### src/rtl/uart_pkg.sv
// Shared UART constants: oversampling divisors, frame geometry and line levels.
package uart_pkg;

  localparam logic [8:0] DR_9600   = 9'd324;
  localparam logic [8:0] DR_19200  = 9'd162;
  localparam logic [8:0] DR_38400  = 9'd80;
  localparam logic [8:0] DR_57600  = 9'd53;
  localparam logic [8:0] DR_115200 = 9'd26;

  localparam logic START_BIT = 1'b0;
  localparam logic STOP_BIT  = 1'b1;

  localparam int OS_RATE    = 16;
  localparam int FRAME_SUBS = 160;

  typedef enum logic {S_IDLE = 1'b0, S_RECV = 1'b1} rx_state_t;

  // Unlisted selector codes fall back to the slowest rate.
  function automatic logic [8:0] baud_dr(input logic [2:0] sel);
    case (sel)
      3'd1:    return DR_19200;
      3'd2:    return DR_38400;
      3'd3:    return DR_57600;
      3'd4:    return DR_115200;
      default: return DR_9600;
    endcase
  endfunction

endpackage

### src/rtl/uart_rx_sync.sv
// Metastability synchroniser for the serial line plus a falling-edge detector.
module uart_rx_sync #(
  parameter int SYNC_STAGES = 2
) (
  input  logic Clk,
  input  logic Rst_n,
  input  logic rx,
  output logic rx_s,
  output logic rx_fall
);

  logic [SYNC_STAGES-1:0] sync_q;
  logic                   prev_q;

  // Flops reset to the idle-high line level so release never fakes an edge.
  always_ff @(posedge Clk or negedge Rst_n) begin
    if (!Rst_n) begin
      sync_q <= '1;
      prev_q <= 1'b1;
    end else begin
      sync_q <= {sync_q[SYNC_STAGES-2:0], rx};
      prev_q <= sync_q[SYNC_STAGES-1];
    end
  end

  assign rx_s    = sync_q[SYNC_STAGES-1];
  assign rx_fall = prev_q & ~rx_s;

endmodule

### src/rtl/uart_byte_rx.sv
// 8N1 UART byte receiver with 16x oversampling and a 6-sample majority vote per bit.
module uart_byte_rx
  import uart_pkg::*;
#(
  parameter int SYNC_STAGES = 2,
  parameter int VOTE_MIN    = 4
) (
  input  logic       Clk,
  input  logic       Rst_n,
  input  logic [2:0] baud_set,
  input  logic       Rs232_Rx,
  output logic [7:0] data_byte,
  output logic       Rx_Done,
  output logic       frame_err,
  output logic       uart_state
);

  localparam logic [3:0] SUB_DECIDE  = 4'd12;
  localparam logic [7:0] STOP_DECIDE = 8'(FRAME_SUBS - OS_RATE + 12);

  logic       rx_s, rx_fall;
  rx_state_t  state_q, state_d;
  logic [8:0] bps_dr, div_cnt;
  logic       bps_clk;
  logic [7:0] bps_cnt;
  logic [2:0] acc;
  logic [7:0] r_data;
  logic [3:0] sub, bit_idx;
  logic       bit_vote, false_start, frame_end;

  uart_rx_sync #(.SYNC_STAGES(SYNC_STAGES)) u_sync (
    .Clk     (Clk),
    .Rst_n   (Rst_n),
    .rx      (Rs232_Rx),
    .rx_s    (rx_s),
    .rx_fall (rx_fall)
  );

  assign sub        = bps_cnt[3:0];
  assign bit_idx    = bps_cnt[7:4];
  assign bit_vote   = (acc >= 3'(VOTE_MIN));
  assign bps_clk    = (div_cnt == 9'd1);
  assign uart_state = (state_q == S_RECV);

  always_ff @(posedge Clk or negedge Rst_n) begin
    if (!Rst_n) state_q <= S_IDLE;
    else        state_q <= state_d;
  end

  // The frame closes at the stop-bit centre so a following start edge is not missed.
  always_comb begin
    state_d     = state_q;
    false_start = 1'b0;
    frame_end   = 1'b0;
    case (state_q)
      S_IDLE: if (rx_fall) state_d = S_RECV;
      S_RECV: begin
        if (bps_clk && bps_cnt == {4'd0, SUB_DECIDE} && bit_vote != START_BIT) begin
          false_start = 1'b1;
          state_d     = S_IDLE;
        end else if (bps_clk && bps_cnt == STOP_DECIDE) begin
          frame_end = 1'b1;
          state_d   = S_IDLE;
        end
      end
      default: state_d = S_IDLE;
    endcase
  end

  always_ff @(posedge Clk or negedge Rst_n) begin
    if (!Rst_n) begin
      bps_dr    <= DR_9600;
      div_cnt   <= '0;
      bps_cnt   <= '0;
      acc       <= '0;
      r_data    <= '0;
      data_byte <= '0;
      Rx_Done   <= 1'b0;
      frame_err <= 1'b0;
    end else begin
      bps_dr    <= baud_dr(baud_set);
      Rx_Done   <= frame_end && (bit_vote == STOP_BIT);
      frame_err <= frame_end && (bit_vote != STOP_BIT);
      if (frame_end && bit_vote == STOP_BIT) data_byte <= r_data;

      if (state_q == S_IDLE || div_cnt == bps_dr) div_cnt <= '0;
      else                                          div_cnt <= div_cnt + 9'd1;

      if (false_start || frame_end) bps_cnt <= '0;
      else if (bps_clk)             bps_cnt <= bps_cnt + 8'd1;

      if (bps_clk) begin
        if (sub == 4'd0)
          acc <= '0;
        else if (sub >= 4'd6 && sub <= 4'd11)
          acc <= acc + {2'b00, rx_s};
        if (sub == SUB_DECIDE && bit_idx >= 4'd1 && bit_idx <= 4'd8)
          r_data <= {bit_vote, r_data[7:1]};
      end
    end
  end

endmodule

### config.mk
export PLATFORM = sky130hd
export DESIGN_NAME = uart_byte_rx
export DESIGN_NICKNAME = d
export VERILOG_FILES = /design/src/rtl/uart_pkg.sv /design/src/rtl/uart_rx_sync.sv /design/src/rtl/uart_byte_rx.sv
export SDC_FILE = /design/constraint.sdc
export NUM_CORES = 1
export LEC_CHECK = 0
export ABC_AREA = 1
export BUFFER_PORTS_ARGS = -buffer_cell sky130_fd_sc_hd__clkbuf_2
export CORE_UTILIZATION = 54
export DETAILED_ROUTE_END_ITERATION = 8
export PLACE_DENSITY = 0.81
export SLEW_MARGIN = 0
export SYNTH_ARGS = -nofsm -noshare
export SYNTH_HDL_FRONTEND = slang
export SYNTH_HIERARCHICAL = 1
export SYNTH_SLANG_ARGS = --single-unit
### constraint.sdc
create_clock -name Clk -period 1.5 [get_ports Clk]
set_clock_uncertainty 0.05 [all_clocks]
set_input_delay 0.075 -clock Clk [delete_from_list [all_inputs] [get_ports Clk]]
set_output_delay 0.075 -clock Clk [all_outputs]
set_load 0.02 [all_outputs]
==> reports/summary.txt, run 1 <==
Dominant cell type by area after synthesis = dfrtp_1
Synth cell count leaders = nand2_1, dfrtp_1, nor2_1
Mapped cell area = 0.002457 mm^2
Critical Path RT = 1.66 ns
RSZ-0062 raised after global routing = yes
Vias in the first global route = 1,999
Synthesized Nets = 280
Capturing point of the worst reg2reg path = data_byte[5]
Reg2Reg Setup Slack = -0.14 ns
Avg Inst Size Synth = 9.204 um^2
Post-synth EDFFs = 0
CTS tree = built
Routability cong. = 0.8820
Antenna Cells = 0
Top cells by area, synth = dfrtp_1, nand2_1, dfstp_2, nor2_1, inv_1
Clock Tree Buf Depth = 2
Synth cell types = 24
H-tree levels = 2
Post-synth ARST share = 1.000
CP max FO = 6
Clock transition at path regs = 0.09 ns
Final worst slack = -0.1397 ns
Run status = complete, but fails checks
CP Launch Point = div_cnt[1]
Post-detailed-route count of antenna-violating nets = 0
Grt ovf = 0
Via density per instance = 5.418
Vias = 2,059
Pwr dens = 1320 mW/mm^2
CTS buffer count = 5
Initial DRC count = 103
Area Overhead vs Synth = 34.93%
CP endpoint kind = flip-flop
Post-synth top area share = 0.4582
Synth warnings = 6
Arrival @ worst endpoint = 1.79 ns
Port bufs = 16
DRC violations left = 0
Post-synthesis register bit count = 51
Main synth FF type = dfrtp_1
Final Hold Fails = 0
CTS sink count = 51
Register area share after synthesis = 0.5224
Setup crit start kind = flip-flop
Initial antenna violation count = 0
Row count = 24
Fmax achieved = 609.9 MHz
Max-cap check violation count = 0
Slew Limit Headroom = 0.6679
Endpoints failing setup = 29
Clock Latency Late Sink = 0.30 ns
Largest net degree at the start of global routing = 19
Peak supply drop = 829.0 uV
Share of layout cells above drive strength 1 = 0.3994
Reg2Reg Depth = 9
Tightest Pin Transition = 0.4982 ns
Leakage Power = 1.565 nW
Total global-route track usage = 0.2510
Io pins = 17
Die area = 0.004825 mm^2
Final WL = 6.049 mm
Final Max Slew Viols = 0
Top-count cell post-synth = nand2_1
Hold WS = 0.2012 ns
Synth Instances = 267
HPWL after DPL = 3.065 mm
Core Region = 0.004354 mm^2
Power Total = 4.376 mW
Die Y-Extent = 69.46 um
Nets@finish = 340
DIE WIDTH = 69.46 um
Failing checks = negative setup slack
DRT Pass-1 Iters = 4
Initial Util = 0.5644
CTS Root Cell = clkbuf_8
Hold Path Class = input pin to asynchronous set/reset pin
Fin crit share = 1.093
Setup CP Type = flip-flop to flip-flop
Worst R2R Start = div_cnt[1]
WL/cell = 15.92 um
First-pass GRT wire length = 9.301 mm
Minimum clock period = 1.640 ns
==> worst max-delay path: stages (launching register included) <==
cell	delay, ns
dfrtp_1	0.41
inv_1	0.08
ha_2	0.19
nand3_2	0.11
nor2_4	0.12
buf_4	0.14
nand4_4	0.15
clkbuf_16	0.22
nand2_4	0.05
o21ai_2	0.04
==> per-layer routing <==
layer | up-vias | track usage | wire [um]
met5 | - | 0 | 0
met4 | 0 | 0.1270 | 335
met3 | 35 | 0.05087 | 363
met2 | 103 | 0.4261 | 3042
met1 | 976 | 0.3024 | 2308
li1 | 945 | - | -
==> cell type report <==
class / count / area [um^2]
inverter: 37 / 148.9
clock inverter: 2 / 60.06
clock buffer: 6 / 72.57
timing repair buffer: 56 / 459.2
tap: 52 / 65.06
fill: 247 / 1039
sequential: 51 / 1286
multi-input combinational: 176 / 1224
==> through the flow <==
stage	setup TNS, ns	util	cell area (um^2)	setup slack (ns)	std cells
CTS	-0.1880	0.7284	3172	-0.02166	376
global route	-5.522	0.7615	3316	-0.2272	380
detailed placement	-0.7526	0.6310	2748	-0.06656	353
global placement	-0.1498	0.6310	2748	-0.02634	353
floorplan	0	-	2457	0.007239	267
finish	-3.080	0.7615	3316	-0.1397	380
==> sequential cells by signal, summed over array words and instances (netlist names) <==
signal	count
Rx_Done	1
acc	3
bps_cnt	8
bps_dr	9
data_byte	8
div_cnt	9
frame_err	1
r_data	8
u_sync/prev_q	1
u_sync/sync_q	2
uart_state	1
==> layout by cell type, fill, tap and decap left out, drive strengths merged <==
cell,netlist,layout
xnor2,8,8
bufinv,0,2
ha,7,7
dfrtp,45,45
nand3,13,14
inv,37,37
dlygate4sd3,0,7
a21oi,4,4
nor3,3,3
o21bai,1,1
clkbuf,0,23
xor2,12,12
nand2,53,53
nand4,6,6
dfstp,6,6
nor2,49,49
o21ai,19,19
buf,4,32
==> power breakdown <==
group | leakage [nW] | switching, mW | internal, mW
registers | 0.660 | 0.174 | 1.57
logic | 0.840 | 0.828 | 0.694
clock network | 0.0654 | 0.447 | 0.667
total | 1.56 | 1.45 | 2.93
==> worst max path at each step <==
stage | endpoint | slack (ns) | depth (start not counted)
floorplan | data_byte[5] | 0.007 | 10
global placement | r_data[5] | -0.03 | 8
detailed placement | bps_cnt[3] | -0.07 | 10
CTS | acc[2] | -0.02 | 10
global route | bps_cnt[0] | -0.23 | 10
finish | data_byte[5] | -0.14 | 9
==> cells by family after synthesis <==
| group | Yosys count | synth area share |
|---|---|---|
| buf+inv | 41 | 0.07484 |
| fa+ha+maj | 7 | 0.03564 |
| simple gates | 124 | 0.2307 |
| xor+xnor | 20 | 0.07128 |
| compound gates | 24 | 0.06517 |
| flops | 51 | 0.5224 |
==> repair_timing <==
item | 4_1_cts | 5_1_grt
pin swaps | 13 | 8
endpoints found under the setup margin | 37 | 39
setup buffers | 7 | 4
resized for setup | 40 | 33
cloned | 2 | 0
hold endpoints to repair | 18 | 0
hold buffers | 7 | 0
(Power assumes the default switching activity.)
==> run 2, diff against run 1 <==
--- a/config.mk
+++ b/config.mk
@@ -7,9 +7,10 @@
 export LEC_CHECK = 0
 export ABC_AREA = 1
 export BUFFER_PORTS_ARGS = -buffer_cell sky130_fd_sc_hd__clkbuf_2
-export CORE_UTILIZATION = 54
+export CORE_UTILIZATION = 47
+export CTS_BUF_LIST = sky130_fd_sc_hd__clkbuf_4
 export DETAILED_ROUTE_END_ITERATION = 8
-export PLACE_DENSITY = 0.81
+export PLACE_DENSITY = 0.73
 export SLEW_MARGIN = 0
 export SYNTH_ARGS = -nofsm -noshare
 export SYNTH_HDL_FRONTEND = slang
==> run 2 against run 1 <==
The run still ends with negative setup slack left. Clock-buffer cell count unchanged. Sequential cell count stayed put. Clock power down 42%. Final area is 5.2% lower. Non-clock buffer count decreased by 9. Largest power group unchanged. Critical path type unchanged. Routed wire length fell by 23%. Core utilization fell by 12 points. Via count decreased by 9.0%. First-iteration DRC count is 35% lower. Worst hold slack got worse by 0.11 ns.
==> reports/summary.txt, run 2 (synthesis results as in run 1) <==
Setup crit start kind = flip-flop
Fin crit share = 1.046
Die Y-Extent = 74.31 um
Peak supply drop = 640.7 uV
Crit-path cells = inv_1 > ha_2 > nand3_2 > nor2_4 > nand3_2 > nand2_1 > o21ai_2
Worst path bufs/invs = 1
Top Layer Used = met4
Row count = 25
Die area = 0.005521 mm^2
First-pass GRT wire length = 7.783 mm
CTS buffer count = 5
Routed met2 length = 2.324 mm
Nets@finish = 331
Most frequent cells in the layout = dfrtp_1, nor2_1, nand2_1
Vias = 1,874
Endpoints failing setup = 23
H-tree levels = 2
Initial antenna violation count = 0
M1 WL = 2.189 mm
CTS sink count = 51
DIE WIDTH = 74.31 um
RSZ-0062 raised after global routing = yes
Core Region = 0.004880 mm^2
Initial Util = 0.5036
Fin util = 0.6438
Hold WS = 0.09328 ns
Setup CP Type = flip-flop to flip-flop
Critical path's top delay family = simple AND/OR/NAND/NOR gates
Leakage Power = 1.493 nW
Slew Limit Headroom = 0.7242
Area Overhead vs Synth = 27.85%
Run status = complete, but fails checks
Non-Filler Instances = 386
HPWL after DPL = 3.015 mm
Port bufs = 16
Placed cells = 366
Initial DRC count = 67
Slowest cell on crit path = dfrtp_1
Biggest regs = bps_dr: 9 flops, div_cnt: 9 flops
Share of layout cells above drive strength 1 = 0.3824
Fmax achieved = 637.4 MHz
Tightest Pin Transition = 0.4137 ns
Clock Latency Late Sink = 0.38 ns
Final Max Slew Viols = 0
Largest net degree at the start of global routing = 37
CP peak stage delay = 0.40 ns
Total global-route track usage = 0.1875
Final worst slack = -0.06880 ns
Final WL = 4.686 mm
Clock transition at path regs = 0.15 ns
CP max FO = 8
Via density per instance = 4.855
Power Total = 3.794 mW
Hold Path Class = input pin to asynchronous set/reset pin
Grt ovf = 0
Antenna Cells = 0
Critical Path RT = 1.74 ns
Met3 wire length = 96 um
DRC violations left = 0
DRT Pass-1 Iters = 4
Routability cong. = 0.8880
Io pins = 17
Pwr dens = 1208 mW/mm^2
Max-cap check violation count = 0
Arrival @ worst endpoint = 1.81 ns
Final Hold Fails = 0
CP dominant cell by count = nand3_2
CTS Root Cell = clkbuf_4
Vias in the first global route = 1,743
CTS tree = built
Most common cell after layout, fill and taps aside = dfrtp_1
Failing checks = negative setup slack
Clock Tree Buf Depth = 2
Minimum clock period = 1.569 ns
Post-detailed-route count of antenna-violating nets = 0
CP endpoint kind = flip-flop
WL/cell = 12.14 um
run 2: cell count changes in the layout (fill, tap and decap cells not counted), moves of 2 or more:
cell / delta
nor2_4: -2
clkbuf_8: -5
buf_6: -3
nand3_2: +2
clkbuf_4: +6
buf_4: -6
bufinv_16: -2
o21ai_0: -2
nor2_1: +2
o21ai_2: +2
run 2: stage by stage:
| stage | worst slack [ns] | TNS (ns) | instance area (um^2) |
|---|---|---|---|
| 2_1_floorplan | 0.007239 | 0 | 2457 |
| 3_3_place_gp | -0.009917 | -0.03682 | 2764 |
| 3_5_place_dp | -0.08296 | -0.8437 | 2764 |
| 4_1_cts | -0.02842 | -0.1775 | 2992 |
| 5_1_grt | -0.1503 | -2.996 | 3142 |
| 6_report | -0.06880 | -0.7900 | 3142 |
run 2: cell type report:
class                      instances  area [um^2]
timing repair buffer              47        390.4
clock buffer                       6        45.04
inverter                          37        143.9
sequential                        51         1286
multi-input combinational        176         1180
tap                               67        83.83
fill                             416         1738
clock inverter                     2        12.51
run 2: final timing paths:
| path | endpoint | slack, ns | start | cells past startpoint |
|---|---|---|---|---|
| hold reg to reg | u_sync/sync_q[1] | 0.32 | u_sync/sync_q[0] | 0 |
| min in group Clk | u_sync/sync_q[0] | 0.27 | Rs232_Rx | 2 |
| setup reg to reg | r_data[2] | -0.07 | div_cnt[1] | 7 |
| max in group asynchronous | u_sync/sync_q[1] | 0.71 | Rst_n | 3 |
| hold / removal | bps_dr[3] | 0.09 | Rst_n | 2 |
| setup / recovery | r_data[2] | -0.07 | div_cnt[1] | 7 |
run 2: metal layers:
metal / global-route usage / vias up
li1: - / 931
met1: 0.2454 / 916
met2: 0.3040 / 19
met3: 0.05149 / 8
met4: 0.06080 / 0
met5: 0 / -
run 2: worst register-to-register path: cells and delay by family, from the launching register on:
family | cells | cell delay, ns
adders and majority gates | 1 | 0.18
AOI/OAI and AO/OA | 1 | 0.05
DFF | 1 | 0.40
buffers and inverters | 1 | 0.06
and+or+nand+nor | 4 | 0.75
run 2: what timing repair did:
| item | in CTS | in global routing |
|---|---|---|
| cloned | 1 | 1 |
| setup endpoints to repair | 25 | 40 |
| pin swaps | 6 | 21 |
| gates resized for setup | 23 | 39 |
| buffers inserted | 1 | 3 |
| hold buffers | 6 | 1 |
| endpoints found under the hold margin | 58 | 3 |
run 2: power by group:
| part | switching, mW | internal [mW] | total [mW] | leakage [nW] |
|---|---|---|---|---|
| Clock | 0.442 | 0.200 | 0.642 | 0.0317 |
| Sequential | 0.143 | 1.56 | 1.71 | 0.660 |
| Combinational | 0.772 | 0.673 | 1.44 | 0.802 |
| Total | 1.36 | 2.44 | 3.79 | 1.49 |
